### src/rtl/adapter_axi_stream_2_block_fifo_if.sv
// Bundles the AXI Stream input and the block FIFO write port of the stream-to-block adapter.
// The slave modport is the adapter's view; the master modport is the producer/FIFO side.
interface adapter_axi_stream_2_block_fifo_if #(
    parameter int DATA_WIDTH   = 32,
    parameter int STROBE_WIDTH = DATA_WIDTH / 8
);
    logic [3:0]              i_axi_user;
    logic                    i_axi_valid;
    logic                    o_axi_ready;
    logic [DATA_WIDTH-1:0]   i_axi_data;
    logic [STROBE_WIDTH-1:0] i_axi_keep;
    logic                    i_axi_last;
    logic [1:0]              i_block_fifo_rdy;
    logic [1:0]              o_block_fifo_act;
    logic [23:0]             i_block_fifo_size;
    logic                    o_block_fifo_stb;
    logic [DATA_WIDTH:0]     o_block_fifo_data;

    modport slave (
        input  i_axi_user, i_axi_valid, i_axi_data, i_axi_keep, i_axi_last,
        input  i_block_fifo_rdy, i_block_fifo_size,
        output o_axi_ready, o_block_fifo_act, o_block_fifo_stb, o_block_fifo_data
    );

    modport master (
        output i_axi_user, i_axi_valid, i_axi_data, i_axi_keep, i_axi_last,
        output i_block_fifo_rdy, i_block_fifo_size,
        input  o_axi_ready, o_block_fifo_act, o_block_fifo_stb, o_block_fifo_data
    );
endinterface

### src/rtl/adapter_axi_stream_2_block_fifo.sv
// Streams AXI beats into one ping-pong block FIFO buffer at a time, closing the block
// on the last beat or when the buffer is full.
//
//   state      | meaning
//   -----------+----------------------------------------------------------
//   ST_IDLE    | no buffer owned; grab one as soon as any rdy bit is set
//   ST_READY   | buffer owned; accept beats until last or count == size
//   ST_RELEASE | buffer handed back; one-cycle act-low gap before IDLE
module adapter_axi_stream_2_block_fifo #(
    parameter int DATA_WIDTH   = 32,
    parameter int STROBE_WIDTH = DATA_WIDTH / 8
) (
    input  logic                                 i_axi_clk,
    input  logic                                 rst,
    adapter_axi_stream_2_block_fifo_if.slave     bus,
    output logic [31:0]                          o_debug
);

    typedef enum logic [1:0] {
        ST_IDLE    = 2'd0,
        ST_READY   = 2'd1,
        ST_RELEASE = 2'd2
    } state_t;

    state_t      r_state;
    state_t      w_state_next;
    logic [1:0]  r_act;
    logic [1:0]  w_act_next;
    logic [23:0] r_count;
    logic [23:0] w_count_next;
    logic [23:0] w_count_inc;
    logic        w_ready;
    logic        w_stb;
    logic        w_grab;
    logic        w_close_on_stb;
    logic        w_close_empty;
    logic        w_unused;

    assign w_count_inc    = r_count + 24'd1;
    assign w_ready        = (r_state == ST_READY) && (r_act != 2'b00)
                            && (r_count < bus.i_block_fifo_size);
    assign w_stb          = bus.i_axi_valid && w_ready;
    assign w_grab         = (bus.i_block_fifo_rdy != 2'b00) && (r_act == 2'b00);
    assign w_close_on_stb = w_stb && (bus.i_axi_last || (w_count_inc == bus.i_block_fifo_size));
    // Without a strobe the block can still be full, e.g. when size is zero.
    assign w_close_empty  = !w_stb && (r_count >= bus.i_block_fifo_size);

    always_ff @(posedge i_axi_clk) begin
        if (rst) begin
            r_state <= ST_IDLE;
            r_act   <= 2'b00;
            r_count <= 24'd0;
        end else begin
            r_state <= w_state_next;
            r_act   <= w_act_next;
            r_count <= w_count_next;
        end
    end

    always_comb begin
        w_state_next = r_state;
        case (r_state)
            ST_IDLE:    if (w_grab) w_state_next = ST_READY;
            ST_READY:   if (w_close_on_stb || w_close_empty) w_state_next = ST_RELEASE;
            ST_RELEASE: w_state_next = ST_IDLE;
            default:    w_state_next = ST_IDLE;
        endcase
    end

    always_comb begin
        w_act_next   = r_act;
        w_count_next = r_count;
        case (r_state)
            ST_IDLE: begin
                if (w_grab) begin
                    w_count_next = 24'd0;
                    // Buffer 0 has priority when both are free.
                    w_act_next   = bus.i_block_fifo_rdy[0] ? 2'b01 : 2'b10;
                end
            end
            ST_READY: begin
                if (w_stb) w_count_next = w_count_inc;
                if (w_close_on_stb || w_close_empty) w_act_next = 2'b00;
            end
            default: w_act_next = 2'b00;
        endcase
    end

    assign bus.o_axi_ready       = w_ready;
    assign bus.o_block_fifo_stb  = w_stb;
    assign bus.o_block_fifo_act  = r_act;
    assign bus.o_block_fifo_data = {bus.i_axi_user[0], bus.i_axi_data};

    assign o_debug = {8'd0, r_count[7:0], 5'd0,
                      bus.i_axi_last, bus.i_axi_valid, w_ready,
                      bus.i_block_fifo_rdy, r_act, 2'b00, r_state};

    assign w_unused = ^{bus.i_axi_keep, bus.i_axi_user[3:1]};

endmodule

### src/flat_wrapper.sv
// flat-port wrapper written by rule: the top's interface ports become plain ports
module adapter_axi_stream_2_block_fifo_flat 
#(
    parameter int DATA_WIDTH   = 32,
    parameter int STROBE_WIDTH = DATA_WIDTH / 8
)
  (i_axi_clk, rst, o_debug, bus_i_axi_user, bus_i_axi_valid, bus_i_axi_data, bus_i_axi_keep, bus_i_axi_last, bus_i_block_fifo_rdy, bus_i_block_fifo_size, bus_o_axi_ready, bus_o_block_fifo_act, bus_o_block_fifo_stb, bus_o_block_fifo_data);
  adapter_axi_stream_2_block_fifo_if #(.DATA_WIDTH(DATA_WIDTH), .STROBE_WIDTH(STROBE_WIDTH)) bus_i ();
  input  logic i_axi_clk;
  input  logic rst;
  output logic [31:0] o_debug;
  input wire logic [$bits(bus_i.i_axi_user)-1:0] bus_i_axi_user;
  input wire logic [$bits(bus_i.i_axi_valid)-1:0] bus_i_axi_valid;
  input wire logic [$bits(bus_i.i_axi_data)-1:0] bus_i_axi_data;
  input wire logic [$bits(bus_i.i_axi_keep)-1:0] bus_i_axi_keep;
  input wire logic [$bits(bus_i.i_axi_last)-1:0] bus_i_axi_last;
  input wire logic [$bits(bus_i.i_block_fifo_rdy)-1:0] bus_i_block_fifo_rdy;
  input wire logic [$bits(bus_i.i_block_fifo_size)-1:0] bus_i_block_fifo_size;
  output wire logic [$bits(bus_i.o_axi_ready)-1:0] bus_o_axi_ready;
  output wire logic [$bits(bus_i.o_block_fifo_act)-1:0] bus_o_block_fifo_act;
  output wire logic [$bits(bus_i.o_block_fifo_stb)-1:0] bus_o_block_fifo_stb;
  output wire logic [$bits(bus_i.o_block_fifo_data)-1:0] bus_o_block_fifo_data;
  assign bus_i.i_axi_user = bus_i_axi_user;
  assign bus_i.i_axi_valid = bus_i_axi_valid;
  assign bus_i.i_axi_data = bus_i_axi_data;
  assign bus_i.i_axi_keep = bus_i_axi_keep;
  assign bus_i.i_axi_last = bus_i_axi_last;
  assign bus_i.i_block_fifo_rdy = bus_i_block_fifo_rdy;
  assign bus_i.i_block_fifo_size = bus_i_block_fifo_size;
  assign bus_o_axi_ready = bus_i.o_axi_ready;
  assign bus_o_block_fifo_act = bus_i.o_block_fifo_act;
  assign bus_o_block_fifo_stb = bus_i.o_block_fifo_stb;
  assign bus_o_block_fifo_data = bus_i.o_block_fifo_data;
  adapter_axi_stream_2_block_fifo #(.DATA_WIDTH(DATA_WIDTH), .STROBE_WIDTH(STROBE_WIDTH)) u_core (.i_axi_clk(i_axi_clk), .rst(rst), .bus(bus_i), .o_debug(o_debug));
endmodule
### config.mk
export PLATFORM = sky130hd
export DESIGN_NAME = adapter_axi_stream_2_block_fifo_flat
export DESIGN_NICKNAME = d
export VERILOG_FILES = /design/src/rtl/adapter_axi_stream_2_block_fifo_if.sv /design/src/rtl/adapter_axi_stream_2_block_fifo.sv /design/src/flat_wrapper.sv
export SDC_FILE = /design/constraint.sdc
export NUM_CORES = 1
export LEC_CHECK = 0
export ABC_AREA = 0
export CAP_MARGIN = 20
export CORE_UTILIZATION = 40
export CTS_CLUSTER_DIAMETER = 150
export DETAILED_ROUTE_END_ITERATION = 10
export HOLD_SLACK_MARGIN = 0.12
export PLACE_DENSITY = 0.82
export SLEW_MARGIN = 15
export SYNTH_ARGS = -nofsm -noshare
export SYNTH_HDL_FRONTEND = slang
export SYNTH_SLANG_ARGS = --single-unit
### constraint.sdc
create_clock -name i_axi_clk -period 2.7 [get_ports i_axi_clk]
set_input_delay 0.54 -clock i_axi_clk [delete_from_list [all_inputs] [get_ports i_axi_clk]]
set_output_delay 0.54 -clock i_axi_clk [all_outputs]
set_load 0.05 [all_outputs]
==> metrics.md <==
| Metric | Value |
|---|---|
| Status | `finished with violations` |
| Violations in the final reports | `setup timing` |
| Layout net count | `605` |
| Fin util | `58.8%` |
| Clock latency on the worst-skew pair | `roughly 0.29 ns` |
| Register clock-pin slew on the reported worst setup and hold paths | `0.11 ns` |
| Floorplan Core Area | `roughly 0.008 sq mm` |
| Detailed-placement wirelength estimate | `7180 microns` |
| Slew at the pin with the worst max-slew slack | `0.499 ns` |
| Routability Congestion | `0.957` |
| Routed length per instance | `18.3 microns` |
| Filler Cells Inserted | `about 660` |
| Number of flops mapped to enable cells by yosys | `0` |
| Clock tree sinks | `28` |
| Die Area | `0.00864 sq mm` |
| WL final | `11200 microns` |
| Total CTS buffers | `3` |
| Number of antenna-violating nets in the routed design | `0` |
| Number of cells produced by synthesis | `between 400 and 500` |
| Count of buffering cells on the critical path with inverters included | `2` |
| Layout cell share with drive strength beyond 1 | `44.0%` |
| Total cell area at the placement stage | `around 0.004 sq mm` |
| Buffer depth of the longest clock path | `2` |
| Destination of the worst hold path | `u_core.r_count[0]` |
| Nature of the critical path startpoint | `register` |
| Port buffer count | `50` |
| Unrepaired setup endpoints after global routing | `yes` |
| Worst Reg-to-Reg Cells | `16` |
| Reg2reg end | `u_core.bus.o_block_fifo_act[0]` |
| Worst Hold Depth | `1` |
| Mean instance size in the synthesized netlist | `7.80 sq um` |
| Number of setup violations in the final report | `8` |
| Clock tree from TritonCTS | `yes` |
| Tmin final | `roughly 2.9 ns` |
| Cell area after technology mapping | `0.00331 sq mm` |
| Area growth, synth to finish | `39.6%` |
| Final setup skew | `0.0118 ns` |
| Share of flip-flops with an asynchronous set or reset | `0%` |
| Cell chain of the critical path | `ha_4 -> nor2b_4 -> o211ai_1 -> a21oi_1 -> or2_4 -> a211o_4 -> clkinvlp_4 -> buf_12` |
| Maximum clock rate | `350 MHz` |
| Post-route design area | `0.00462 sq mm` |
| Share of the yosys chip area belonging to registers | `roughly 17%` |
| Share of the synthesized area in the top cell type | `between 10% and 20%` |
| DRC violation count after routing | `0` |
| Class of the tightest hold or removal check | `register to register` |
| Library cell with the largest summed area after synthesis | `dfxtp_1` |
| Sum of negative setup slack | `-0.872 ns` |
| Number of failing hold endpoints at the final stage | `0` |
| Via count of the first global-routing pass | `roughly 3500` |
| Tightest slew margin relative to the limit | `66.6%` |
| Total global-route track usage | `between 20% and 30%` |
| Cell types occupying the most area after synthesis | `dfxtp_1 (17%), buf_4 (15%), ha_1 (9.5%)` |
| Post-route clock period utilization | `106%` |
| Most common library cells after synthesis | `buf_4 (66), inv_1 (31), dfxtp_1 (28), xnor2_1 (28), a21oi_1 (27)` |
| Number of vias in the routed layout | `3594` |
| Cell Rows | `32` |
| Initial antenna violation count | `0` |
| Power density normalized to cell area | `about 450 mW/mm^2` |
| Count of placed standard cells including taps | `584` |
| Cell type of the slowest stage on the worst timing path | `dfxtp_4` |
| Detailed Route Iter0 Violations | `about 430` |
| Worst slack after detailed placement | `-0.664 ns` |
| Top FF cell, synth | `dfxtp_1` |
| Tightest hold margin | `between 0.4 and 0.5 ns` |
| Gr ovfl total | `0` |
| Hold Buf Count CTS | `0` |
| Total chip power | `between 2 and 2.5 mW` |
| WP data arrival | `about 2.3 ns` |
| Max-slew violations | `0` |
| Largest fanout of any net on the critical path | `5` |
| Yosys warns | `0` |
| Max H-tree Level | `1` |
| Cell family with most CP delay | `compound AO/OA/AOI/OAI gates` |
| Startpoint of the lowest-slack register-to-register path | `u_core.r_count[1]` |
| Critical path class | `register to primary output` |
| Number of optimization iterations in the first detailed-route pass | `5` |
| Worst supply voltage drop on vdd | `0.000272 V` |
| Hold Crit Start | `u_core.r_count[0]` |
| DR vias/cell | `5.88` |
| Die Wd | `92.9 microns` |
| Reported max-cap violation count | `0` |
| Kind of capture point of the worst setup path | `primary output` |
| Flop-to-flop setup slack | `-0.16 ns` |
| Library cells used by synthesis | `55` |
| Worst Slack Setup Final | `-0.161 ns` |
| Top Ports | `about 140` |
| Die Height | `92.9 microns` |
| Post-synthesis sequential element count | `28` |
| Clock tree root driver cell | `clkbuf_8` |
| Wire length of the first global-routing pass | `16800 microns` |
| Static power due to leakage | `about 1.9 nW` |
| Data required time at the worst endpoint | `2.16 ns` |
| Slowest cell delay on critical path | `between 0.4 and 0.5 ns` |
| Final cell count without fillers | `611` |
| Maximum number of pins on one net before global-route repair | `17` |
| Initial standard-cell utilization of the core | `about 42%` |
| Most common cell in the synthesized netlist | `buf_4` |
| Ant diodes | `0` |
[sequential cells by signal, summed over array words and instances, names as in the netlist]
name                         cells
u_core.bus.o_block_fifo_act      2
u_core.r_state                   2
u_core.r_count                  24
[where the power goes]
group          total (mW)  internal (mW)  switching, mW
Clock               0.346          0.199          0.148
Combinational        1.27          0.508          0.758
Sequential          0.467          0.437         0.0292
[logic make-up after synthesis]
family,synth area share [%]
adders and majority gates,9.46
and+or+nand+nor,21.9
buffers and inverters,22.7
other,0.113
xor gates and xnor gates,9.80
DFF,17.0
AOI/OAI and AO/OA,19.0
[cell usage in the layout (no fill, tap or decap), drive strengths merged, types with 13 or more instances in the layout]
cell type	synthesis	layout
o21ai	20	20
clkbuf	15	13
inv	31	30
nand2	25	25
nand4	18	18
a21oi	27	27
ha	25	25
clkdlybuf4s50	0	19
nor2	18	18
conb	1	15
dfxtp	28	28
buf	73	115
nor3	16	16
xnor2	28	28
nand3	15	15
[cell type report]
type | instances | area (sq um) | area share, %
clock buffer | 3 | 41.3 | 0.895
clock inverter | 1 | 30.0 | 0.651
inverter | 31 | 130 | 2.82
multi-input combinational | 291 | 2420 | 52.5
sequential | 28 | 583 | 12.6
tap | 102 | 128 | 2.76
timing repair buffer | 155 | 1280 | 27.8
[worst max-delay path by stage]
stage,start,end,cells after the start
floorplan,bus_i_block_fifo_size[1],o_debug[8],8
global placement,bus_i_block_fifo_size[1],bus_o_block_fifo_stb,10
detailed placement,bus_i_block_fifo_size[1],u_core.r_count[3],12
CTS,bus_i_block_fifo_size[21],bus_o_block_fifo_stb,10
global route,u_core.r_count[1],bus_o_block_fifo_stb,8
finish,u_core.r_count[1],bus_o_block_fifo_stb,8
[repair_timing]
item | 4_1_cts | 5_1_grt
pin swaps | 32 | 24
buffers inserted | 16 | 7
resized for setup | 89 | 59
endpoints found under the setup margin | 31 | 31
[metal layers]
layer	GRT usage, %	share of wire, %	vias up
met5	0	0	-
met2	43.1	48	242
met3	4.27	9.7	74
met4	11.4	5.6	0
li1	-	-	1606
met1	28.3	36	1672
(Power assumes the default switching activity.)
